### config.mk
export PLATFORM = sky130hd
export DESIGN_NAME = uart_ctrl
export DESIGN_NICKNAME = d
export VERILOG_FILES = /design/src/rtl/uart_ctrl.sv
export SDC_FILE = /design/constraint.sdc
export NUM_CORES = 1
export LEC_CHECK = 0
export BUFFER_PORTS_ARGS = -buffer_cell sky130_fd_sc_hd__buf_4
export CORE_UTILIZATION = 43
export CTS_CLUSTER_SIZE = 25
export DETAILED_ROUTE_END_ITERATION = 10
export PLACE_DENSITY = 0.58
export SYNTH_ARGS = -nofsm -noshare
export SYNTH_HDL_FRONTEND = slang
export SYNTH_SLANG_ARGS = --single-unit
### constraint.sdc
create_clock -name clk -period 2.8 [get_ports clk]
set_clock_uncertainty 0.15 [all_clocks]
set_input_delay 0.14 -clock clk [delete_from_list [all_inputs] [get_ports clk]]
set_output_delay 0.14 -clock clk [all_outputs]
set_load 0.005 [all_outputs]
### src/rtl/uart_ctrl.sv
// ============================================================================
// uart_ctrl : 8N1 UART transceiver for the core's memory-mapped peripheral port
// Revision  : 1.0
// ============================================================================
`default_nettype none

module uart_ctrl #(
  parameter int TICK_DIV = 325
) (
  input  logic       clk,
  input  logic       reset,
  input  logic       uart_rx,
  output logic       uart_tx,
  input  logic [7:0] tx_data,
  input  logic       tx_en,
  output logic       tx_status,
  output logic [7:0] rx_data,
  output logic       rx_eff,
  input  logic       rx_read,
  output logic       rx_frame_err,
  output logic       rx_overrun
);

  localparam int BIT_CYC = 16 * TICK_DIV;
  localparam int BW      = $clog2(BIT_CYC);
  localparam int DW      = (TICK_DIV > 2) ? $clog2(TICK_DIV) : 1;
  localparam logic [BW-1:0] BIT_LAST = BW'(BIT_CYC - 1);
  localparam logic [DW-1:0] DIV_LAST = DW'(TICK_DIV - 1);

  // ---------------------------------------------------------------- transmit
  typedef enum logic [1:0] {TX_IDLE, TX_START, TX_DATA, TX_STOP} tx_state_e;

  tx_state_e     tx_state_q, tx_state_d;
  logic [BW-1:0] tx_cnt_q, tx_cnt_d;
  logic [2:0]    tx_idx_q, tx_idx_d;
  logic [7:0]    tx_shift_q, tx_shift_d;
  logic          tx_line_q, tx_line_d;
  logic          tx_bit_end;

  assign tx_bit_end = (tx_cnt_q == BIT_LAST);

  always_comb begin
    tx_state_d = tx_state_q;
    tx_cnt_d   = tx_cnt_q + 1'b1;
    tx_idx_d   = tx_idx_q;
    tx_shift_d = tx_shift_q;
    tx_line_d  = 1'b1;
    case (tx_state_q)
      TX_IDLE: begin
        tx_cnt_d = '0;
        if (tx_en) begin
          tx_shift_d = tx_data;
          tx_idx_d   = '0;
          tx_state_d = TX_START;
        end
      end
      TX_START: if (tx_bit_end) begin
        tx_cnt_d   = '0;
        tx_state_d = TX_DATA;
      end
      TX_DATA: if (tx_bit_end) begin
        tx_cnt_d = '0;
        tx_idx_d = tx_idx_q + 1'b1;
        if (tx_idx_q == 3'd7) tx_state_d = TX_STOP;
      end
      TX_STOP: if (tx_bit_end) begin
        tx_cnt_d   = '0;
        tx_state_d = TX_IDLE;
      end
      default: tx_state_d = TX_IDLE;
    endcase
    // Line level is decoded from next state so the pin comes straight off a flop.
    case (tx_state_d)
      TX_START: tx_line_d = 1'b0;
      TX_DATA:  tx_line_d = tx_shift_d[tx_idx_d];
      default:  tx_line_d = 1'b1;
    endcase
  end

  always_ff @(posedge clk) begin
    if (reset) begin
      tx_state_q <= TX_IDLE;
      tx_cnt_q   <= '0;
      tx_idx_q   <= '0;
      tx_shift_q <= '0;
      tx_line_q  <= 1'b1;
    end else begin
      tx_state_q <= tx_state_d;
      tx_cnt_q   <= tx_cnt_d;
      tx_idx_q   <= tx_idx_d;
      tx_shift_q <= tx_shift_d;
      tx_line_q  <= tx_line_d;
    end
  end

  assign uart_tx   = tx_line_q;
  assign tx_status = (tx_state_q == TX_IDLE);

  // ----------------------------------------------------------------- receive
  typedef enum logic [1:0] {RX_IDLE, RX_START, RX_DATA, RX_STOP} rx_state_e;

  rx_state_e     rx_state_q, rx_state_d;
  logic          rx_meta_q, rx_sync_q, rx_prev_q;
  logic [DW-1:0] rx_div_q, rx_div_d;
  logic [3:0]    rx_tick_q, rx_tick_d;
  logic [2:0]    rx_idx_q, rx_idx_d;
  logic [7:0]    rx_shift_q, rx_shift_d;
  logic [7:0]    rx_data_q, rx_data_d;
  logic          rx_eff_q, rx_eff_d;
  logic          rx_ferr_q, rx_ferr_d;
  logic          rx_ovr_q, rx_ovr_d;
  logic          rx_tick, rx_mid, rx_samp, rx_fall;

  assign rx_tick = (rx_div_q == DIV_LAST);
  assign rx_mid  = rx_tick && (rx_tick_q == 4'd7);
  assign rx_samp = rx_tick && (rx_tick_q == 4'd15);
  assign rx_fall = rx_prev_q && !rx_sync_q;

  always_comb begin
    rx_state_d = rx_state_q;
    rx_div_d   = rx_tick ? '0 : rx_div_q + 1'b1;
    rx_tick_d  = rx_tick ? rx_tick_q + 1'b1 : rx_tick_q;
    rx_idx_d   = rx_idx_q;
    rx_shift_d = rx_shift_q;
    rx_data_d  = rx_data_q;
    rx_eff_d   = rx_eff_q && !rx_read;
    rx_ferr_d  = 1'b0;
    rx_ovr_d   = 1'b0;
    case (rx_state_q)
      RX_IDLE: if (rx_fall) begin
        rx_div_d   = '0;
        rx_tick_d  = '0;
        rx_state_d = RX_START;
      end
      RX_START: if (rx_mid) begin
        if (rx_sync_q) begin
          rx_state_d = RX_IDLE;
        end else begin
          rx_tick_d  = '0;
          rx_idx_d   = '0;
          rx_state_d = RX_DATA;
        end
      end
      RX_DATA: if (rx_samp) begin
        rx_shift_d = {rx_sync_q, rx_shift_q[7:1]};
        rx_idx_d   = rx_idx_q + 1'b1;
        if (rx_idx_q == 3'd7) rx_state_d = RX_STOP;
      end
      RX_STOP: if (rx_samp) begin
        rx_state_d = RX_IDLE;
        if (rx_sync_q) begin
          // A load beats a concurrent read, and that case is not an overrun.
          rx_data_d = rx_shift_q;
          rx_eff_d  = 1'b1;
          rx_ovr_d  = rx_eff_q && !rx_read;
        end else begin
          rx_ferr_d = 1'b1;
        end
      end
      default: rx_state_d = RX_IDLE;
    endcase
  end

  always_ff @(posedge clk) begin
    if (reset) begin
      rx_meta_q  <= 1'b1;
      rx_sync_q  <= 1'b1;
      rx_prev_q  <= 1'b1;
      rx_state_q <= RX_IDLE;
      rx_div_q   <= '0;
      rx_tick_q  <= '0;
      rx_idx_q   <= '0;
      rx_shift_q <= '0;
      rx_data_q  <= '0;
      rx_eff_q   <= 1'b0;
      rx_ferr_q  <= 1'b0;
      rx_ovr_q   <= 1'b0;
    end else begin
      rx_meta_q  <= uart_rx;
      rx_sync_q  <= rx_meta_q;
      rx_prev_q  <= rx_sync_q;
      rx_state_q <= rx_state_d;
      rx_div_q   <= rx_div_d;
      rx_tick_q  <= rx_tick_d;
      rx_idx_q   <= rx_idx_d;
      rx_shift_q <= rx_shift_d;
      rx_data_q  <= rx_data_d;
      rx_eff_q   <= rx_eff_d;
      rx_ferr_q  <= rx_ferr_d;
      rx_ovr_q   <= rx_ovr_d;
    end
  end

  assign rx_data      = rx_data_q;
  assign rx_eff       = rx_eff_q;
  assign rx_frame_err = rx_ferr_q;
  assign rx_overrun   = rx_ovr_q;

endmodule

`default_nettype wire

Yosys cells after proc, flatten, opt, wreduce, memory -nomap -nowiden:

Cells that the tools add are included.

* magnitude comparators: 1
* add/sub/neg operators: 5
* equality and inequality tests: 20
* shift-type cells: 0
* reduce and logical (&&, ||, !) cells: 16
* divide/modulo/power cells: 0
* bitwise gates (word level): 3
* muxes and demuxes: 39
* $mul: 0

Operators with widths (number)
* 9-bit two-way mux: 3
* 13-bit one-hot mux with 2 select lines: 1
* 2-bit two-way mux: 11
* 4-bit two-way mux: 4
* 8-bit two-way mux: 2
* 2-bit one-hot mux with 4 select lines: 2
* 3-bit two-way mux: 5
* 13-bit by 1-bit adder with 13-bit output, second input constant: 1
* 13-bit equality test, second input constant: 1
* 13-bit two-way mux: 1
* 2-bit != test, second input constant: 6
* 3-bit one-hot mux with 2 select lines: 2
* 2-bit equality test, second input constant: 5
* 9-bit by 1-bit adder with 9-bit output, second input constant: 1
* 9-bit equality test, second input constant: 1
* 4-bit one-hot mux with 2 select lines: 1
* 3-bit by 1-bit adder with 3-bit output, second input constant: 2
* 2-bit by 1-bit equality test with 1-bit output, second input constant: 3
* 3-bit equality test, second input constant: 2
* 3-bit OR reduction: 2
* 1-bit two-way mux: 5
* 5-bit AND reduction: 1
* 4-bit by 1-bit adder with 4-bit output, second input constant: 1
* 4-bit by 3-bit equality test with 1-bit output, second input constant: 1
* other kinds (13): 20

* bits in latches: 0
* memory bits (writable): 0
* memory bits (read-only): 0
* memories kept: 0
* logic and storage cells: 101
* bits of input ports: 13
* register bits: 67

Longest topological paths before layout:

* depth after elaboration: 6
* gate-level depth with buffers: 10

Worst setup path after synthesis:

OpenSTA, ideal clock, no wires.

* kind: register -> register
* from: reg rx_div_q[0]
* to: reg rx_data_q[0], in the netlist rx_data[0]
* stages on the path, launching flop included: 11
* setup time: 0.128 ns
* path buffers: 1
* data arrival time: 2.005 ns
* period minus slack after synthesis: 2.283 ns
* slack: 0.517 ns
* path through: dfxtp_1 inv_1 ha_1 nand4b_1 nor4_4 and3_2 nand2_1 or3_1 buf_4 mux2i_1 nor2_1

* cells in the longest elaborated chain, start to end: 3

RTL lines
* start: declaration: line 104 `logic [DW-1:0] rx_div_q, rx_div_d;`
* start signal: assignment: line 183 `rx_div_q <= rx_div_d;`
* 9-bit equality test: line 114 `assign rx_tick = (rx_div_q == DIV_LAST);`
* 1-bit logical AND: line 116 `assign rx_samp = rx_tick && (rx_tick_q == 4'd15);`
* 3-bit AND reduction (no line)
* end signal: assignment: line 187 `rx_data_q <= rx_data_d;`
* end: declaration: line 108 `logic [7:0] rx_data_q, rx_data_d;`

Every way passes these cells.
A chain may end at the register's enable or synchronous reset.

Final worst setup path:

* from: reg rx_div_q[0]
* to: reg rx_data_q[2], in the netlist rx_data[2]

Same word-level chain as after synthesis.

==> key figures <==
Run status
  • Status: finished, final reports clean

GRT
  • Total grt overflow: 0
  • All-layer global routing usage: 0.1595
  • M1 GR Usage: 0.2278
  • Met3 Track Usage GR: 0.05268
  • Largest net degree at the start of global routing: 45
  • First-pass GRT wire length: 8859 um
  • Met2 global-route usage: 0.2183
  • Number of global-route vias before repair: 1921
  • GRT busiest layer: met1
  • Initial antenna violation count: 0

Synthesis
  • Synthesized flop and latch total: 67
  • Cell variety after synth: 42
  • Mapped cell area: 2844 um2
  • Post-Synth Adder-Cell Area: 0.03520
  • Post-synth EDFFs: 0
  • Sequential area share after synthesis: 0.4716
  • Warnings from Yosys: 0
  • Mapped Avg Cell Area: 9.386 um2
  • Fraction of registers with async set/reset: 0
  • Mux cell area share after synthesis: 0.1069
  • Synth Area in XOR/XNOR: 0.07083
  • Post-synth net total: 324
  • Post-synth top flop: dfxtp_1
  • Post-Synthesis Cells: 303
  • Largest family of logic cells by synthesized area: simple AND/OR/NAND/NOR gates
  • Compound-gate portion of the synthesized area: 0.06291
  • Synth Area in Simple Gates: 0.2204

Pwr
  • Comb pwr share: 0.053
  • P_leak: 1.366 nW
  • Switching pwr: 0.3916 mW
  • Switching part of the total: 0.2203
  • Sequential Power Share: 0.553
  • Peak supply drop: 0.2668 mV
  • Power density over cell area: 531.6 nW/um2
  • Cell Int Power: 1.386 mW
  • Clock share of power: 0.394

Setup path
  • CP Class: flop to flop
  • Arrival @ worst endpoint: 2.54 ns
  • CP endpoint kind: flop
  • Cell family with most CP delay: simple AND/OR/NAND/NOR gates
  • Critical Path Fanout Max: 9
  • CP startpoint kind: flop
  • Cell Chain, Critical Path: inv_1 > ha_1 > nand4b_1 > nor4_4 > and3_2 > nand2_1 > or3_1 > mux2i_1 > nor2_1
  • Critical Path RT: 2.86 ns
  • Critical-path top delay cell: or3_1
  • Slowest stage delay, CP: 0.59 ns
  • CP bufs+invs: 1

Timing
  • Slew @ Worst Pin: 0.5567 ns
  • Final max-slew violation count: 0
  • Max Clk Rate: 403.1 MHz
  • Minimum clock period: 2.481 ns
  • Final setup fails: 0
  • Unrepaired setup endpoints after global routing: no
  • Final hold violation count: 0
  • Slew headroom: 0.6289
  • Period utilization: 0.8860
  • Post-route setup TNS: 0 ns

Final layout
  • Share of cells above drive strength 1: 0.1496
  • Area growth syn-to-layout: 17.55%
  • Filler cells: 583
  • Nets: 357
  • Final core occ: 0.5265
  • Number of diodes: 0

Clock tree
  • Hold buffer count at cts: 10
  • CTS tree: yes
  • Clk root buf: clkbuf_8
  • Later-pin clock latency in the skew report: 0.33 ns
  • CTS Buf Count: 9
  • CTS resizes: 0
  • Clock Path Buffers: 2
  • H-tree depth: 3
  • # clock sinks: 67
  • CTS clk-pin slew, worst paths: 0.07 ns
  • Post-CTS Setup Bufs: 0

Drt
  • Post-Route WL: 5083 um
  • DR DRC count: 0
  • Wire per inst: 12.16 um
  • DRT iter0 DRCs: 69
  • Vias: 2075
  • Vias per inst: 4.964
  • Routed Antenna Nets: 0
  • Drt pass-1 iters: 4

Floorplanning
  • Die area: 6943 um2
  • Row count: 29
  • Die width: 83.33 um
  • Initial Utilization: 0.4479
  • Total core area: 6350 um2
  • Top Ports: 26
  • Die Ht: 83.33 um

Placement
  • GP Congestion: 0.7641
  • HPWL after DPL: 3405 um
  • I/O Buffers: 25

Flow run
  • Number of max-cap violations: 0

Hold path
  • HP Class: input pin to flop
final cells by class:
cell class	count	area (um2)	share of cell area
clock inverter	2	10.01	0.002994
tap	77	96.34	0.02882
multi-input combinational	215	1411	0.4222
clock buffer	14	162.7	0.04865
timing repair buffer	36	295.3	0.08832
inverter	7	26.28	0.007859
sequential	67	1341	0.4012
metal layers:
| metal | up-vias | part of all wire |
|---|---|---|
| met3 | 6 | 0.031 |
| met1 | 944 | 0.55 |
| li1 | 1101 | - |
| met2 | 24 | 0.40 |
| met4 | 0 | 0.017 |
| met5 | - | 0 |
path summary, 6_finish.rpt:
path          startpoint         end  slack (ns)  cells after the start
max          rx_div_q[0]  rx_data[2]        0.32                      9
max reg2reg  rx_div_q[0]  rx_data[2]        0.32                      9
min reg2reg    rx_meta_q   rx_sync_q        0.28                      1
min                tx_en     uart_tx        0.06                      4
registers in the layout, indices dropped and copies added (netlist names), 2 cells and up, named ones only:
name        cells
tx_state_q      2
rx_div_q        9
rx_data         8
tx_idx_q        3
rx_idx_q        3
tx_shift_q      8
tx_cnt_q       13
rx_shift_q      8
rx_tick_q       4
power groups by stage:
stage | Clock (mW) | Combinational (mW) | Sequential (mW)
floorplan | 0 | 0.0595 | 1.00
global placement | 0 | 0.0837 | 1.00
detailed placement | 0 | 0.0829 | 1.00
CTS | 0.733 | 0.0946 | 0.982
global route | 0.785 | 0.104 | 0.985
finish | 0.701 | 0.0937 | 0.983
Yosys cell counts (4+ instances only):
cell type,number,share of area
nor2_1,68,0.090
dfxtp_1,67,0.47
mux2i_1,27,0.095
xor2_1,15,0.046
nand3_1,12,0.021
a21oi_1,10,0.018
clkbuf_1,10,0.013
nand2_1,9,0.012
ha_1,8,0.035
xnor2_1,8,0.025
inv_1,7,0.0092
nand4_1,7,0.015
and3_1,4,0.0088
metrics by stage:
step / worst slack [ns] / hold WS, ns / instances / cell area [um2] / power, mW
global placement: 0.3539 / 0.1966 / 392 / 3070 / 1.088
CTS: 0.3025 / 0.04253 / 418 / 3343 / 1.810
floorplan: 0.5173 / 0.09381 / 303 / 2844 / 1.059
finish: 0.3193 / 0.06150 / 418 / 3343 / 1.777
detailed placement: 0.3307 / 0.1935 / 392 / 3070 / 1.087
global route: 0.1386 / 0.07837 / 418 / 3343 / 1.874
cell families (layout without fill, tap and decap cells):
logic type | count (synthesis) | in the layout
AO/OA/AOI/OAI | 27 | 27
XOR/XNOR | 23 | 23
adder cells (fa/ha/maj) | 8 | 8
buffers and inverters | 21 | 59
flip-flops | 67 | 67
multiplexers | 30 | 30
AND/OR/NAND/NOR | 127 | 127
cells in the final DEF, fill, tap and decap left out, types with 2 or more instances in the layout:
master | synthesis | routed
dlygate4sd3_1 | 0 | 10
ha_1 | 8 | 8
o31ai_1 | 2 | 2
buf_4 | 1 | 26
nand3_1 | 12 | 12
dfxtp_1 | 67 | 67
xor2_1 | 15 | 15
and3_1 | 4 | 4
clkbuf_1 | 10 | 3
a311oi_1 | 2 | 2
a21oi_1 | 10 | 10
and3_2 | 2 | 2
nand2_1 | 9 | 9
a211oi_1 | 2 | 2
nor3_1 | 3 | 3
clkinv_2 | 0 | 2
a22oi_1 | 2 | 2
nand2b_1 | 2 | 2
or2_2 | 3 | 3
clkbuf_8 | 0 | 11
mux2_2 | 3 | 3
xnor2_1 | 8 | 8
a21o_1 | 2 | 2
nor3b_1 | 3 | 3
nor2b_1 | 3 | 3
o21ai_0 | 3 | 3
or3_1 | 2 | 2
mux2i_1 | 27 | 27
and2_1 | 2 | 2
nand4_1 | 7 | 7
inv_1 | 7 | 7
nor2_1 | 68 | 68
worst reg2reg max path, stage by stage (launching register included):
cell	delay, ns
dfxtp_1	0.35
inv_1	0.07
ha_1	0.13
nand4b_1	0.14
nor4_4	0.29
and3_2	0.24
nand2_1	0.10
or3_1	0.59
mux2i_1	0.25
nor2_1	0.05
Note: power is estimated with default switching activity, not from simulation.
